[src/rtl/sprite_queue_if.sv]
// sprite_queue_if -- bundles the writer, reader and status signals of the
// sprite command queue.
//
//   master : the side that pushes/pops commands (frame builder / renderer)
//            drives clear, enqueue, in_sprite_*, sprite_queue_dequeue and
//            observes status and the head entry.
//   slave  : the queue itself.
//
// Parameter DEPTH must match the DEPTH of the sprite_queue instance; it sizes
// the count field ($clog2(DEPTH)+1 bits so that a full queue is representable).
interface sprite_queue_if #(
    parameter int DEPTH = 32
);
    localparam int CW = $clog2(DEPTH) + 1;

    // writer side
    logic          clear;
    logic          enqueue;
    logic [7:0]    in_sprite_id;
    logic [15:0]   in_sprite_x;
    logic [15:0]   in_sprite_y;
    logic [7:0]    in_sprite_scale;
    logic          is_full;
    logic          overflow;
    logic [CW-1:0] count;
    logic [7:0]    drop_count;

    // reader side
    logic          sprite_queue_dequeue;
    logic          sprite_queue_is_empty;
    logic [7:0]    sprite_queue_sprite_id;
    logic [15:0]   sprite_queue_sprite_x;
    logic [15:0]   sprite_queue_sprite_y;
    logic [7:0]    sprite_queue_sprite_scale;

    modport master (
        output clear, enqueue, in_sprite_id, in_sprite_x, in_sprite_y,
               in_sprite_scale, sprite_queue_dequeue,
        input  is_full, overflow, count, drop_count, sprite_queue_is_empty,
               sprite_queue_sprite_id, sprite_queue_sprite_x,
               sprite_queue_sprite_y, sprite_queue_sprite_scale
    );

    modport slave (
        input  clear, enqueue, in_sprite_id, in_sprite_x, in_sprite_y,
               in_sprite_scale, sprite_queue_dequeue,
        output is_full, overflow, count, drop_count, sprite_queue_is_empty,
               sprite_queue_sprite_id, sprite_queue_sprite_x,
               sprite_queue_sprite_y, sprite_queue_sprite_scale
    );
endinterface

[src/rtl/sprite_queue.sv]
// sprite_queue -- circular FIFO of sprite draw commands {id, x, y, scale}
// with a show-ahead read port.
//
// Ports:
//   clock : system clock, all state updates on its rising edge
//   reset : synchronous active-high reset (highest priority)
//   bus   : sprite_queue_if.slave
//           clear                  flush all entries (frame start)
//           enqueue / in_sprite_*  push one command
//           sprite_queue_dequeue   pop the head command
//           sprite_queue_sprite_*  head command, 0 while empty
//           count / is_full / sprite_queue_is_empty  registered status
//           overflow               sticky: an enqueue was dropped
//           drop_count             saturating count of dropped enqueues
//
// Parameter DEPTH: number of entries, power of two in 2..256.
//
// Build option: define SPRITE_QUEUE_DROP_CNT_EN to build the 8-bit saturating
// drop counter; otherwise drop_count is constant 0.
module sprite_queue #(
    parameter int DEPTH = 32
) (
    input logic         clock,
    input logic         reset,
    sprite_queue_if.slave bus
);

    localparam int AW = $clog2(DEPTH);
    localparam int CW = AW + 1;
    localparam logic [CW-1:0] DEPTH_C = CW'(DEPTH);

    typedef struct packed {
        logic [7:0]  id;
        logic [15:0] x;
        logic [15:0] y;
        logic [7:0]  scale;
    } entry_t;

    typedef enum logic [1:0] {
        ST_EMPTY,
        ST_ACTIVE,
        ST_FULL
    } state_e;

    entry_t        mem_q [DEPTH];
    entry_t        head;
    logic [AW-1:0] wr_ptr_q, wr_ptr_d;
    logic [AW-1:0] rd_ptr_q, rd_ptr_d;
    logic [CW-1:0] count_q, count_d;
    logic          overflow_q, overflow_d;
    state_e        state_q, state_d;

    logic          do_deq;
    logic          acc_enq;
    logic          drop;

    // ------------------------------------------------------------------
    // Request qualification. A full queue still accepts a push when a pop
    // happens in the same cycle, because the pop frees the slot.
    // ------------------------------------------------------------------
    always_comb begin
        do_deq  = bus.sprite_queue_dequeue && (count_q != '0);
        acc_enq = bus.enqueue && ((count_q != DEPTH_C) || bus.sprite_queue_dequeue);
        drop    = bus.enqueue && (count_q == DEPTH_C) && !bus.sprite_queue_dequeue;
    end

    // ------------------------------------------------------------------
    // Pointer / count / overflow next state. clear wins over push and pop
    // and never raises overflow.
    // ------------------------------------------------------------------
    always_comb begin
        // NOTE: every combinational output gets a default first so no path
        // leaves it unassigned; a missing default infers a latch.
        wr_ptr_d   = wr_ptr_q;
        rd_ptr_d   = rd_ptr_q;
        count_d    = count_q;
        overflow_d = overflow_q;
        if (bus.clear) begin
            wr_ptr_d   = '0;
            rd_ptr_d   = '0;
            count_d    = '0;
            overflow_d = 1'b0;
        end else begin
            // pointers are exactly AW bits wide, so DEPTH-1 wraps to 0
            if (acc_enq) wr_ptr_d = wr_ptr_q + AW'(1);
            if (do_deq)  rd_ptr_d = rd_ptr_q + AW'(1);
            count_d = count_q + CW'(acc_enq) - CW'(do_deq);
            if (drop) overflow_d = 1'b1;
        end
    end

    always_ff @(posedge clock) begin
        // NOTE: state registers use non-blocking assignments so every flop
        // samples its pre-edge inputs regardless of statement order.
        if (reset) begin
            wr_ptr_q   <= '0;
            rd_ptr_q   <= '0;
            count_q    <= '0;
            overflow_q <= 1'b0;
        end else begin
            wr_ptr_q   <= wr_ptr_d;
            rd_ptr_q   <= rd_ptr_d;
            count_q    <= count_d;
            overflow_q <= overflow_d;
        end
    end

    // NOTE: storage is deliberately not reset; entries are only observable
    // through rd_ptr/count, which are, and this keeps the array RAM-mappable.
    always_ff @(posedge clock) begin
        if (acc_enq) begin
            mem_q[wr_ptr_q] <= '{id:    bus.in_sprite_id,
                                 x:     bus.in_sprite_x,
                                 y:     bus.in_sprite_y,
                                 scale: bus.in_sprite_scale};
        end
    end

    // ------------------------------------------------------------------
    // Occupancy FSM: state register / next state / outputs.
    // ------------------------------------------------------------------
    always_ff @(posedge clock) begin
        if (reset) state_q <= ST_EMPTY;
        else       state_q <= state_d;
    end

    always_comb begin
        state_d = state_q;
        if (bus.clear) begin
            state_d = ST_EMPTY;
        end else begin
            case (state_q)
                ST_EMPTY:  if (acc_enq) state_d = (count_d == DEPTH_C) ? ST_FULL : ST_ACTIVE;
                ST_ACTIVE: begin
                    if (count_d == DEPTH_C)  state_d = ST_FULL;
                    else if (count_d == '0)  state_d = ST_EMPTY;
                end
                ST_FULL:   if (do_deq && !acc_enq) state_d = ST_ACTIVE;
                default:   state_d = ST_EMPTY;
            endcase
        end
    end

    // Status flags come straight from the registered state, so they always
    // agree with count_q. The head entry is forced to 0 while empty so stale
    // storage never leaks out.
    always_comb begin
        head                          = mem_q[rd_ptr_q];
        bus.is_full                   = (state_q == ST_FULL);
        bus.sprite_queue_is_empty     = (state_q == ST_EMPTY);
        bus.count                     = count_q;
        bus.overflow                  = overflow_q;
        bus.sprite_queue_sprite_id    = '0;
        bus.sprite_queue_sprite_x     = '0;
        bus.sprite_queue_sprite_y     = '0;
        bus.sprite_queue_sprite_scale = '0;
        if (state_q != ST_EMPTY) begin
            bus.sprite_queue_sprite_id    = head.id;
            bus.sprite_queue_sprite_x     = head.x;
            bus.sprite_queue_sprite_y     = head.y;
            bus.sprite_queue_sprite_scale = head.scale;
        end
    end

    // ------------------------------------------------------------------
    // Optional dropped-enqueue counter, saturating at 255.
    // ------------------------------------------------------------------
`ifdef SPRITE_QUEUE_DROP_CNT_EN
    logic [7:0] drop_cnt_q, drop_cnt_d;

    always_comb begin
        drop_cnt_d = drop_cnt_q;
        if (bus.clear)                          drop_cnt_d = '0;
        else if (drop && (drop_cnt_q != 8'hFF)) drop_cnt_d = drop_cnt_q + 8'd1;
    end

    always_ff @(posedge clock) begin
        if (reset) drop_cnt_q <= '0;
        else       drop_cnt_q <= drop_cnt_d;
    end

    assign bus.drop_count = drop_cnt_q;
`else
    assign bus.drop_count = '0;
`endif

endmodule
[src/flat_wrapper.sv]
// flat-port wrapper written by rule: the top's interface ports become plain ports
module sprite_queue_flat 
#(
    parameter int DEPTH = 32
)
  (clock, reset, bus_clear, bus_enqueue, bus_in_sprite_id, bus_in_sprite_x, bus_in_sprite_y, bus_in_sprite_scale, bus_sprite_queue_dequeue, bus_is_full, bus_overflow, bus_count, bus_drop_count, bus_sprite_queue_is_empty, bus_sprite_queue_sprite_id, bus_sprite_queue_sprite_x, bus_sprite_queue_sprite_y, bus_sprite_queue_sprite_scale);
  sprite_queue_if #(.DEPTH(DEPTH)) bus_i ();
  input logic clock;
  input logic reset;
  input wire logic [$bits(bus_i.clear)-1:0] bus_clear;
  input wire logic [$bits(bus_i.enqueue)-1:0] bus_enqueue;
  input wire logic [$bits(bus_i.in_sprite_id)-1:0] bus_in_sprite_id;
  input wire logic [$bits(bus_i.in_sprite_x)-1:0] bus_in_sprite_x;
  input wire logic [$bits(bus_i.in_sprite_y)-1:0] bus_in_sprite_y;
  input wire logic [$bits(bus_i.in_sprite_scale)-1:0] bus_in_sprite_scale;
  input wire logic [$bits(bus_i.sprite_queue_dequeue)-1:0] bus_sprite_queue_dequeue;
  output wire logic [$bits(bus_i.is_full)-1:0] bus_is_full;
  output wire logic [$bits(bus_i.overflow)-1:0] bus_overflow;
  output wire logic [$bits(bus_i.count)-1:0] bus_count;
  output wire logic [$bits(bus_i.drop_count)-1:0] bus_drop_count;
  output wire logic [$bits(bus_i.sprite_queue_is_empty)-1:0] bus_sprite_queue_is_empty;
  output wire logic [$bits(bus_i.sprite_queue_sprite_id)-1:0] bus_sprite_queue_sprite_id;
  output wire logic [$bits(bus_i.sprite_queue_sprite_x)-1:0] bus_sprite_queue_sprite_x;
  output wire logic [$bits(bus_i.sprite_queue_sprite_y)-1:0] bus_sprite_queue_sprite_y;
  output wire logic [$bits(bus_i.sprite_queue_sprite_scale)-1:0] bus_sprite_queue_sprite_scale;
  assign bus_i.clear = bus_clear;
  assign bus_i.enqueue = bus_enqueue;
  assign bus_i.in_sprite_id = bus_in_sprite_id;
  assign bus_i.in_sprite_x = bus_in_sprite_x;
  assign bus_i.in_sprite_y = bus_in_sprite_y;
  assign bus_i.in_sprite_scale = bus_in_sprite_scale;
  assign bus_i.sprite_queue_dequeue = bus_sprite_queue_dequeue;
  assign bus_is_full = bus_i.is_full;
  assign bus_overflow = bus_i.overflow;
  assign bus_count = bus_i.count;
  assign bus_drop_count = bus_i.drop_count;
  assign bus_sprite_queue_is_empty = bus_i.sprite_queue_is_empty;
  assign bus_sprite_queue_sprite_id = bus_i.sprite_queue_sprite_id;
  assign bus_sprite_queue_sprite_x = bus_i.sprite_queue_sprite_x;
  assign bus_sprite_queue_sprite_y = bus_i.sprite_queue_sprite_y;
  assign bus_sprite_queue_sprite_scale = bus_i.sprite_queue_sprite_scale;
  sprite_queue #(.DEPTH(DEPTH)) u_core (.clock(clock), .reset(reset), .bus(bus_i));
endmodule
[config.mk]
export PLATFORM = sky130hd
export DESIGN_NAME = sprite_queue_flat
export DESIGN_NICKNAME = d
export VERILOG_FILES = /design/src/rtl/sprite_queue_if.sv /design/src/rtl/sprite_queue.sv /design/src/flat_wrapper.sv
export SDC_FILE = /design/constraint.sdc
export NUM_CORES = 1
export LEC_CHECK = 0
export BUFFER_PORTS_ARGS = -buffer_cell sky130_fd_sc_hd__buf_2
export CAP_MARGIN = 5
export CORE_ASPECT_RATIO = 1.25
export CORE_MARGIN = 2
export CORE_UTILIZATION = 56
export DETAILED_ROUTE_END_ITERATION = 10
export PLACE_DENSITY = 0.74
export SYNTH_ARGS = -nofsm -noshare
export SYNTH_HDL_FRONTEND = slang
export SYNTH_SLANG_ARGS = --single-unit
[constraint.sdc]
create_clock -name clock -period 4.2 [get_ports clock]
set_input_delay 0.21 -clock clock [delete_from_list [all_inputs] [get_ports clock]]
set_output_delay 0.21 -clock clock [all_outputs]
set_load 0.05 [all_outputs]
# Yosys cells after proc, flatten, opt, wreduce, memory -nomap -nowiden
# Memories as Yosys holds them, arrays and structs flattened. A register that Yosys moved wholly into a read port is not among the register bits.
# Cells that the tools add are included.
[word_totals]
rom_bits = 0
memories = 1
register_bits = 19
mem_bits_rw = 1536
out_inout_bits = 65
latchBits = 0
in_bits = 53
[classes]
bitwise_logic = 0
n_div = 0
add_sub_neg = 4
n_shift = 0
n_eq_ne = 8
n_mux = 15
n_mul = 0
order_cmp = 0
reduce_logical = 14
[mem_list]
columns = ["memory", "words", "width", "rd", "rd_ports_with_merged_regs", "write_ports", "line", "rtl"]
rows = [
  ["u_core.mem_q", 32, 48, 1, 1, 1, "sprite_queue.sv:45", "entry_t mem_q [DEPTH];"],
]
[ops]
columns = ["cell", "n"]
rows = [
  ["$mux W16", 2],
  ["$mux W8", 2],
  ["$eq A6 B6 Y1 const B", 2],
  ["$add A5 B1 Y5 const B", 2],
  ["$mux W2", 5],
  ["$mux W5", 2],
  ["$add A6 B1 Y6", 1],
  ["$logic_not A6 Y1", 1],
  ["$mux W6", 1],
  ["$ne A6 B6 Y1 const B", 1],
  ["$pmux W2 S3", 1],
  ["$reduce_bool A6 Y1", 1],
  ["$sub A6 B1 Y6", 1],
  ["$logic_and A1 B1 Y1", 5],
  ["$ne A2 B1 Y1 const B", 2],
  ["$ne A3 B1 Y1 const B", 1],
  ["$reduce_and A3 Y1", 1],
  ["$eq A2 B1 Y1 const B", 1],
  ["$eq A2 B2 Y1 const B", 1],
  ["$logic_not A1 Y1", 2],
  ["$logic_not A2 Y1", 1],
  ["$mux W1", 2],
  ["$reduce_bool A2 Y1", 1],
  ["$reduce_or A2 Y1", 1],
  ["$logic_or A1 B1 Y1", 1],
]

# Longest topological paths before layout
# Gate-level depths: netlist of run 1.
[depth]
ltp_word = 10
mapped_depth = 14
ltp_nobuf = 14

# Worst setup path before layout of run 1
# No wires, ideal clock.
[synth_path]
kind = "reg2reg"
from = "reg u_core.count_q[2] (netlist: u_core.bus.count[2])"
to = "mem u_core.mem_q[30][0] in the netlist's numbering (enable)"
arrival_ps = 3983
required_ps = 3746
path_buffers = 1
path_slack_ps = -237
path_stages_with_launch = 8
setup_time_ps = 454
synth_period_minus_slack_ps = 4437
path_cell_list = "dfxtp_1 -> inv_1 -> ha_1 -> nor3b_1 -> a21boi_0 -> clkbuf_1 -> nand2_1 -> nor2_1"
[synth_between]
elab_chain_cells = 5
[synth_lines]
columns = ["item", "line", "rtl"]
rows = [
  ["start: declaration", "sprite_queue.sv:49", "logic [CW-1:0] count_q, count_d;"],
  ["start signal: assignment", "sprite_queue.sv:103", "count_q <= count_d;"],
  ["$ne A6 B6 Y1", "sprite_queue.sv:63", "acc_enq = bus.enqueue && ((count_q != DEPTH_C) || bus.sprite_queue_dequeue);"],
  ["$logic_or A1 B1 Y1", "sprite_queue.sv:63", ""],
  ["$logic_and A1 B1 Y1", "sprite_queue.sv:63", ""],
  ["named net u_core.acc_enq", "sprite_queue.sv:54", "logic acc_enq;"],
  ["$mux W1", "sprite_queue.sv:111", "if (acc_enq) begin"],
  ["$mux W1 (implied by the code)", "sprite_queue.sv:112", "mem_q[wr_ptr_q] <= '{id: bus.in_sprite_id,"],
  ["end: declaration", "sprite_queue.sv:45", ""],
]
# The timed path passes the listed nets, and every way through them passes these cells.

==> flow_metrics.py, run 1 <==
metrics = {
    "critical_path": {
        "reg2regPathDepth": 15,
        "start_kind": "flop",
        "crit_buf_inv": 2,
        "end_kind": "output pin",
        "crit_family": "buffers and inverters",
        "slowest_delay_ns": 0.87,
        "crit_arrival_ns": 3.85,
        "crit_required_ns": 3.99,
        "r2r_start": "u_core.bus.count[2]",
        "cp_num_cells": 6,
        "cp_max_fo": 43,
        "slowest_stage": "dfxtp_4",
        "worstSetupPathType": "flop to output pin",
        "crit_path_cell_trace": "buf_4, mux4_2, nor2b_1, a211oi_1, nor4_1, buf_2",
    },
    "place": {
        "pre_cts_ws_ns": 0.848,
        "portBuffers": 109,
        "place_congestion": 0.800,
        "dp_hpwl_um": 74200,
    },
    "clocking": {
        "cts_setup_buffers": 0,
        "path_clk_slew_ns": 0.07,
        "cts-root-buf": "clkbuf_16",
        "cts_tree": "done",
        "htree_levels": 4,
        "cts.sinks": 1560,
        "clockBufferDepth": 3,
        "clock_latency_ns": 0.76,
        "cts_made_buffers": 142,
    },
    "logic_synthesis": {
        "yosys.area.top_type": "edfxtp_1",
        "synth_top_area_share_pct": 77.1,
        "yosysWarnings": 0,
        "syn_area_per_cell_um2": 23.1,
        "synth.distinct_cells": 47,
        "syn-cell-area_um2": 59800,
        "ys_ff_latch": 1560,
        "async_flop_share_pct": 0,
        "synth_ff_type": "edfxtp_1",
        "synthTopCellsByArea": "edfxtp_1 (77%), mux4_2 (14%), mux2_2 (1.8%)",
        "syn_inst": 2594,
        "synth-seq-area-share_pct": 77.9,
        "synth_edf_count": 1536,
    },
    "route": {
        "wl_per_cell_um": 33.3,
        "wl_met2_um": 73600,
        "vias": 29500,
        "top_layer": "met5",
        "viasPerCell": 6.69,
        "wl_met1_um": 54200,
        "met3_length_um": 14600,
        "antenna_left": 0,
        "firstDrtPassIters": 5,
        "wirelength_um": 147000,
        "drcViolationCount": 0,
        "drtIter0Drc": 4088,
    },
    "floorplanning": {
        "fp.dieH_um": 370,
        "die_w_um": 296,
        "die_area_um2": 110000,
        "initial_core_util_pct": 56.2,
        "core_area_um2": 106000,
        "rows": 134,
        "io_pins": 118,
    },
    "timing": {
        "hold_viol": 0,
        "finalCritPeriodShare_pct": 96.6,
        "layout_min_cycle_time_ns": 4.06,
        "finalSetupViolations": 0,
        "fin_ws_ns": 0.141,
        "slew_viol_final": 0,
        "max_slew.worst_pin.slew_ns": 1.28,
        "rsz0062_at_grt": "no",
        "slew_headroom_pct": 14.2,
        "skew_ns": 0.0206,
        "fmax_mhz": 246,
    },
    "status": {
        "status": "complete, no violations",
    },
    "finish": {
        "drive_gt1_share_pct": 32.2,
        "area_delta_synth_final_pct": 13.9,
        "fin_util_pct": 64.0,
        "nets": 2935,
    },
    "run": {
        "cap_violations": 0,
    },
    "power_and_ir_drop": {
        "p_leak_nw": 20.8,
        "p_total_mw": 32.7,
        "powerDensity_nw_per_um2": 479,
        "ir_drop_mv": 0.456,
    },
    "grt": {
        "grt_pass1_wl_um": 211000,
        "grt_overflow": 0,
        "track_usage_pct": 27.5,
        "grt_max_degree": 59,
        "grt_pass1_vias": 30000,
        "antenna_found_initial": 6,
    },
    "min_path": {
        "hold_path_class": "input port to flop",
        "hp-start": "bus_clear",
        "hold_depth": 5,
    },
}
[flip-flops by register name (all words and copies together) (netlist names), named ones only]
name,flops
u_core.bus.count,6
u_core.bus.overflow,1
u_core.mem_q,1536
u_core.rd_ptr_q,5
u_core.state_q,2
u_core.wr_ptr_q,5
[kinds of logic after synthesis]
logic type                 count (synthesis)  share of synthesized area [%]
AOI/OAI and AO/OA                        165                           1.85
xor gates and xnor gates                  12                          0.176
adders and majority gates                 14                          0.305
buffers and inverters                    163                           1.72
DFF                                     1560                           77.9
muxes                                    480                           16.3
other                                      1                        0.00627
and+or+nand+nor                          199                           1.81
[per-layer routing]
layer | up-vias | GRT usage (%)
met5 | - | 0
met4 | 2 | 8.66
met3 | 281 | 5.03
met2 | 1923 | 44.4
met1 | 15700 | 38.6
li1 | 11600 | -
[layout by cell type, fill, tap and decap left out, types with 25 or more instances in the layout]
master and n:
clkinv_2 31, dlygate4sd3_1 56, nor2_1 25, buf_12 54, buf_2 101, a211oi_1 50, o22ai_1 96, mux4_2 384
edfxtp_1 1536, clkbuf_16 145, clkinv_1 29, mux2_2 96, nor2_4 33, nor2b_1 54, nor4_1 48, buf_4 65
[power by group]
| part | switching, mW | internal [mW] |
|---|---|---|
| Combinational | 1.57 | 1.09 |
| Clock | 5.63 | 7.12 |
| Sequential | 0.0788 | 17.2 |
[worst paths after layout]
check | slack, ns | to
setup / recovery | 0.14 | bus_sprite_queue_sprite_x[7]
hold / removal | 0.46 | u_core.state_q[0]
setup reg to reg | 0.32 | u_core.state_q[1]
hold reg to reg | 0.53 | u_core.rd_ptr_q[1]
[synth_stat cells, drive strengths merged, types with 4 or more instances]
cell type,count
edfxtp,1536
mux4,384
buf,100
mux2,96
o22ai,96
nor2,58
nor2b,54
clkbuf,53
a211oi,50
nor4,48
dfxtp,24
ha,13
nand2,11
inv,10
xor2,8
or2,6
a21oi,4
nand2b,4
nand3b,4
nand4,4
xnor2,4
[final cells by class]
class / instances / area [um2]
Antenna cell: 1 / 2.50
Clock buffer: 166 / 3720
Clock inverter: 91 / 838
Fill cell: 6641 / 38300
Inverter: 10 / 37.5
Multi-Input combinational cell: 878 / 12500
Sequential cell: 1560 / 46600
Tap cell: 1428 / 1790
Timing Repair Buffer: 276 / 2640
[stage by stage]
stage / std cells / TNS [ns] / cell area (um2) / hold WS [ns]
final: 4410 / 0 / 68100 / 0.459
after global routing: 4410 / 0 / 68100 / 0.463
after CTS: 4409 / 0 / 68100 / 0.374
after detailed placement: 4096 / 0 / 63000 / 0.468
after global placement: 4096 / 0 / 63000 / 0.485
after floorplan: 2601 / -269.29 / 59900 / 0.309
[repair_timing]
action,4_1_cts,5_1_grt
hold buffers,56,0
hold endpoints to repair,1543,0
endpoints found under the setup margin,0,1
resized for setup,0,2
[worst reg2reg max path, cell delays in order (launching register included)]
cell	delay [ns]
dfxtp_1	0.35
inv_1	0.08
ha_1	0.21
nor3b_2	0.20
a21boi_2	0.30
nand2_1	0.15
o21ai_0	0.11
ha_1	0.24
inv_1	0.08
fa_1	0.44
xor2_1	0.32
nand3b_1	0.13
nor3_1	0.23
o211ai_1	0.16
o31ai_1	0.25
dlygate4sd3_1	0.59
No activity file was read; power rests on OpenSTA's default activity.
==> inputs of run 2 (changes only) <==
BUFFER_PORTS_ARGS = default   (was -buffer_cell sky130_fd_sc_hd__buf_2)
CORE_UTILIZATION = 57   (was 56)
DONT_BUFFER_PORTS = 1   (was default)
==> run 2 against run 1 <==
Wire length increased by 0.81%. Setup slack improved by 0.15 ns. Sequential share of layout area hardly changed. Maximum frequency rose by 3.8%. Clock-buffer cell count up 7. Clock power is 3% higher. First-iteration DRC count up 12%. Largest cell class unchanged.
==> flow_metrics.py, run 2 (synthesized netlist as in run 1, its figures left out) <==
metrics = {
    "status": {
        "status": "complete, no violations",
    },
    "route": {
        "vias": 29400,
        "antenna_left": 0,
        "wl_per_cell_um": 34.7,
        "top_layer": "met5",
        "viasPerCell": 6.88,
        "wirelength_um": 148000,
        "drcViolationCount": 0,
        "wl_met2_um": 75000,
        "wl_met1_um": 53700,
        "met3_length_um": 15100,
        "drtIter0Drc": 4586,
        "firstDrtPassIters": 6,
    },
    "floorplanning": {
        "core_area_um2": 104000,
        "die_area_um2": 108000,
        "io_pins": 118,
        "die_w_um": 294,
        "rows": 132,
        "fp.dieH_um": 366,
        "initial_core_util_pct": 57.6,
    },
    "clocking": {
        "clock_latency_ns": 0.77,
        "path_clk_slew_ns": 0.06,
        "htree_levels": 4,
        "cts_tree": "done",
        "cts-root-buf": "clkbuf_16",
        "cts_made_buffers": 144,
        "cts.sinks": 1560,
        "clockBufferDepth": 3,
    },
    "critical_path": {
        "setup.worst_path.start": "u_core.bus.count[3]",
        "cp_max_fo": 4,
        "rrSetupSlack_ns": 0.29,
        "crit_arrival_ns": 4.62,
        "crit_required_ns": 4.92,
        "worstSetupPathType": "flop to flop",
        "reg2regPathDepth": 16,
        "end_kind": "flop",
        "rr_endpoint": "u_core.state_q[1]",
        "r2r_start": "u_core.bus.count[3]",
        "setup.worst_path.end": "u_core.state_q[1]",
        "start_kind": "flop",
    },
    "timing": {
        "layout_min_cycle_time_ns": 3.91,
        "finalCritPeriodShare_pct": 93.1,
        "whs_ns": 0.282,
        "hold_viol": 0,
        "max_slew.worst_pin.slew_ns": 1.22,
        "skew_ns": 0.0338,
        "finalSetupViolations": 0,
        "slew_headroom_pct": 18.2,
        "finalSetupTns_ns": 0,
        "slew_viol_final": 0,
        "fin_ws_ns": 0.291,
        "fmax_mhz": 256,
    },
    "finish": {
        "fin_area_um2": 68100,
        "area_delta_synth_final_pct": 13.8,
        "layout_common_cells": "edfxtp_1 (1536), mux4_2 (384), clkbuf_16 (150), buf_4 (114)",
        "top_register": "u_core.mem_q",
        "largest_reg_flops": 1536,
        "final_common_cell": "edfxtp_1",
        "drive_gt1_share_pct": 32.4,
        "nets": 2888,
    },
    "place": {
        "placedInstanceArea_um2": 62800,
        "portBuffers": 0,
        "place_congestion": 0.797,
        "pre_cts_ws_ns": 0.490,
        "dp_hpwl_um": 74800,
    },
    "run": {
        "cap_violations": 0,
    },
    "min_path": {
        "hold_path_class": "input port to flop",
        "hold_depth": 3,
    },
    "grt": {
        "track_usage_pct": 28.1,
        "antenna_found_initial": 6,
        "grt_pass1_vias": 30400,
        "grt_max_degree": 96,
        "grt_overflow": 0,
        "grt_pass1_wl_um": 214000,
    },
    "power_and_ir_drop": {
        "ir_drop_mv": 0.462,
        "powerDensity_nw_per_um2": 486,
        "p_leak_nw": 20.6,
    },
}
-- run 2: cell types whose count changed in the layout (fill, tap and decap cells not counted), sizes merged --
cell         before  now
clkinvlp          7    4
clkbuf          166  173
buf             220  169
bufinv           12   17
dlygate4sd3      56   58
clkinv           66   61
inv              16   15
-- run 2: per-stage QoR --
stage | total power, mW | std cells | utilization, %
detailed placement | 20.0 | 3952 | 60.4
global route | 33.9 | 4276 | 65.6
floorplan | 19.4 | 2601 | -
finish | 33.1 | 4276 | 65.6
CTS | 33.2 | 4268 | 65.5
global placement | 20.0 | 3952 | 60.4
-- run 2: where the power goes --
group	switching, mW	leakage, nW	internal [mW]
clock network	5.52	2.30	7.56
registers	0.0866	14.0	17.2
logic	1.60	4.27	1.14
total	7.21	20.6	25.9
-- run 2: worst min path at each step --
stage                            from                   to  slack [ns]
6_report                  bus_enqueue  u_core.bus.overflow        0.28
5_1_grt                     bus_clear    u_core.state_q[0]        0.28
4_1_cts                     bus_clear    u_core.state_q[0]        0.21
3_5_place_dp       bus_in_sprite_x[4]  u_core.mem_q[0][28]        0.31
3_3_place_gp       bus_in_sprite_x[4]  u_core.mem_q[1][28]        0.31
2_1_floorplan  bus_in_sprite_scale[0]   u_core.mem_q[0][0]        0.31
-- run 2: repair_timing --
item	CTS	global route
hold buffers	56	3
endpoints found under the hold margin	1554	5
gates resized for setup	0	3
setup endpoints to repair	0	1
buffers inserted	0	3
-- run 2: worst max-delay path, stage by stage (launching register included) --
cell and delay (ns):
dfxtp_1 0.32, buf_4 0.21, inv_1 0.09, ha_1 0.18, nor3b_1 0.20, a21boi_2 0.27, nand2_1 0.14, o21ai_0 0.12
ha_1 0.24, inv_1 0.08, fa_1 0.42, nand2b_1 0.17, a21oi_1 0.24, xnor2_1 0.22, o211ai_1 0.15, o31ai_1 0.22
dlygate4sd3_1 0.57
-- run 2: layer usage --
layer  GRT usage [%]  up-vias
met5               0        -
met3            5.82      296
met1            38.6    15600
li1                -    11500
met4            8.61        6
met2            46.0     2020
-- run 2: layout make-up --
class / instances / area, um2
sequential: 1560 / 46600
clock inverter: 87 / 856
clock buffer: 173 / 3840
timing repair buffer: 227 / 2300
tap: 1340 / 1680
multi-input combinational: 878 / 12800
inverter: 10 / 37.5
antenna: 1 / 2.50
fill: 6306 / 35700
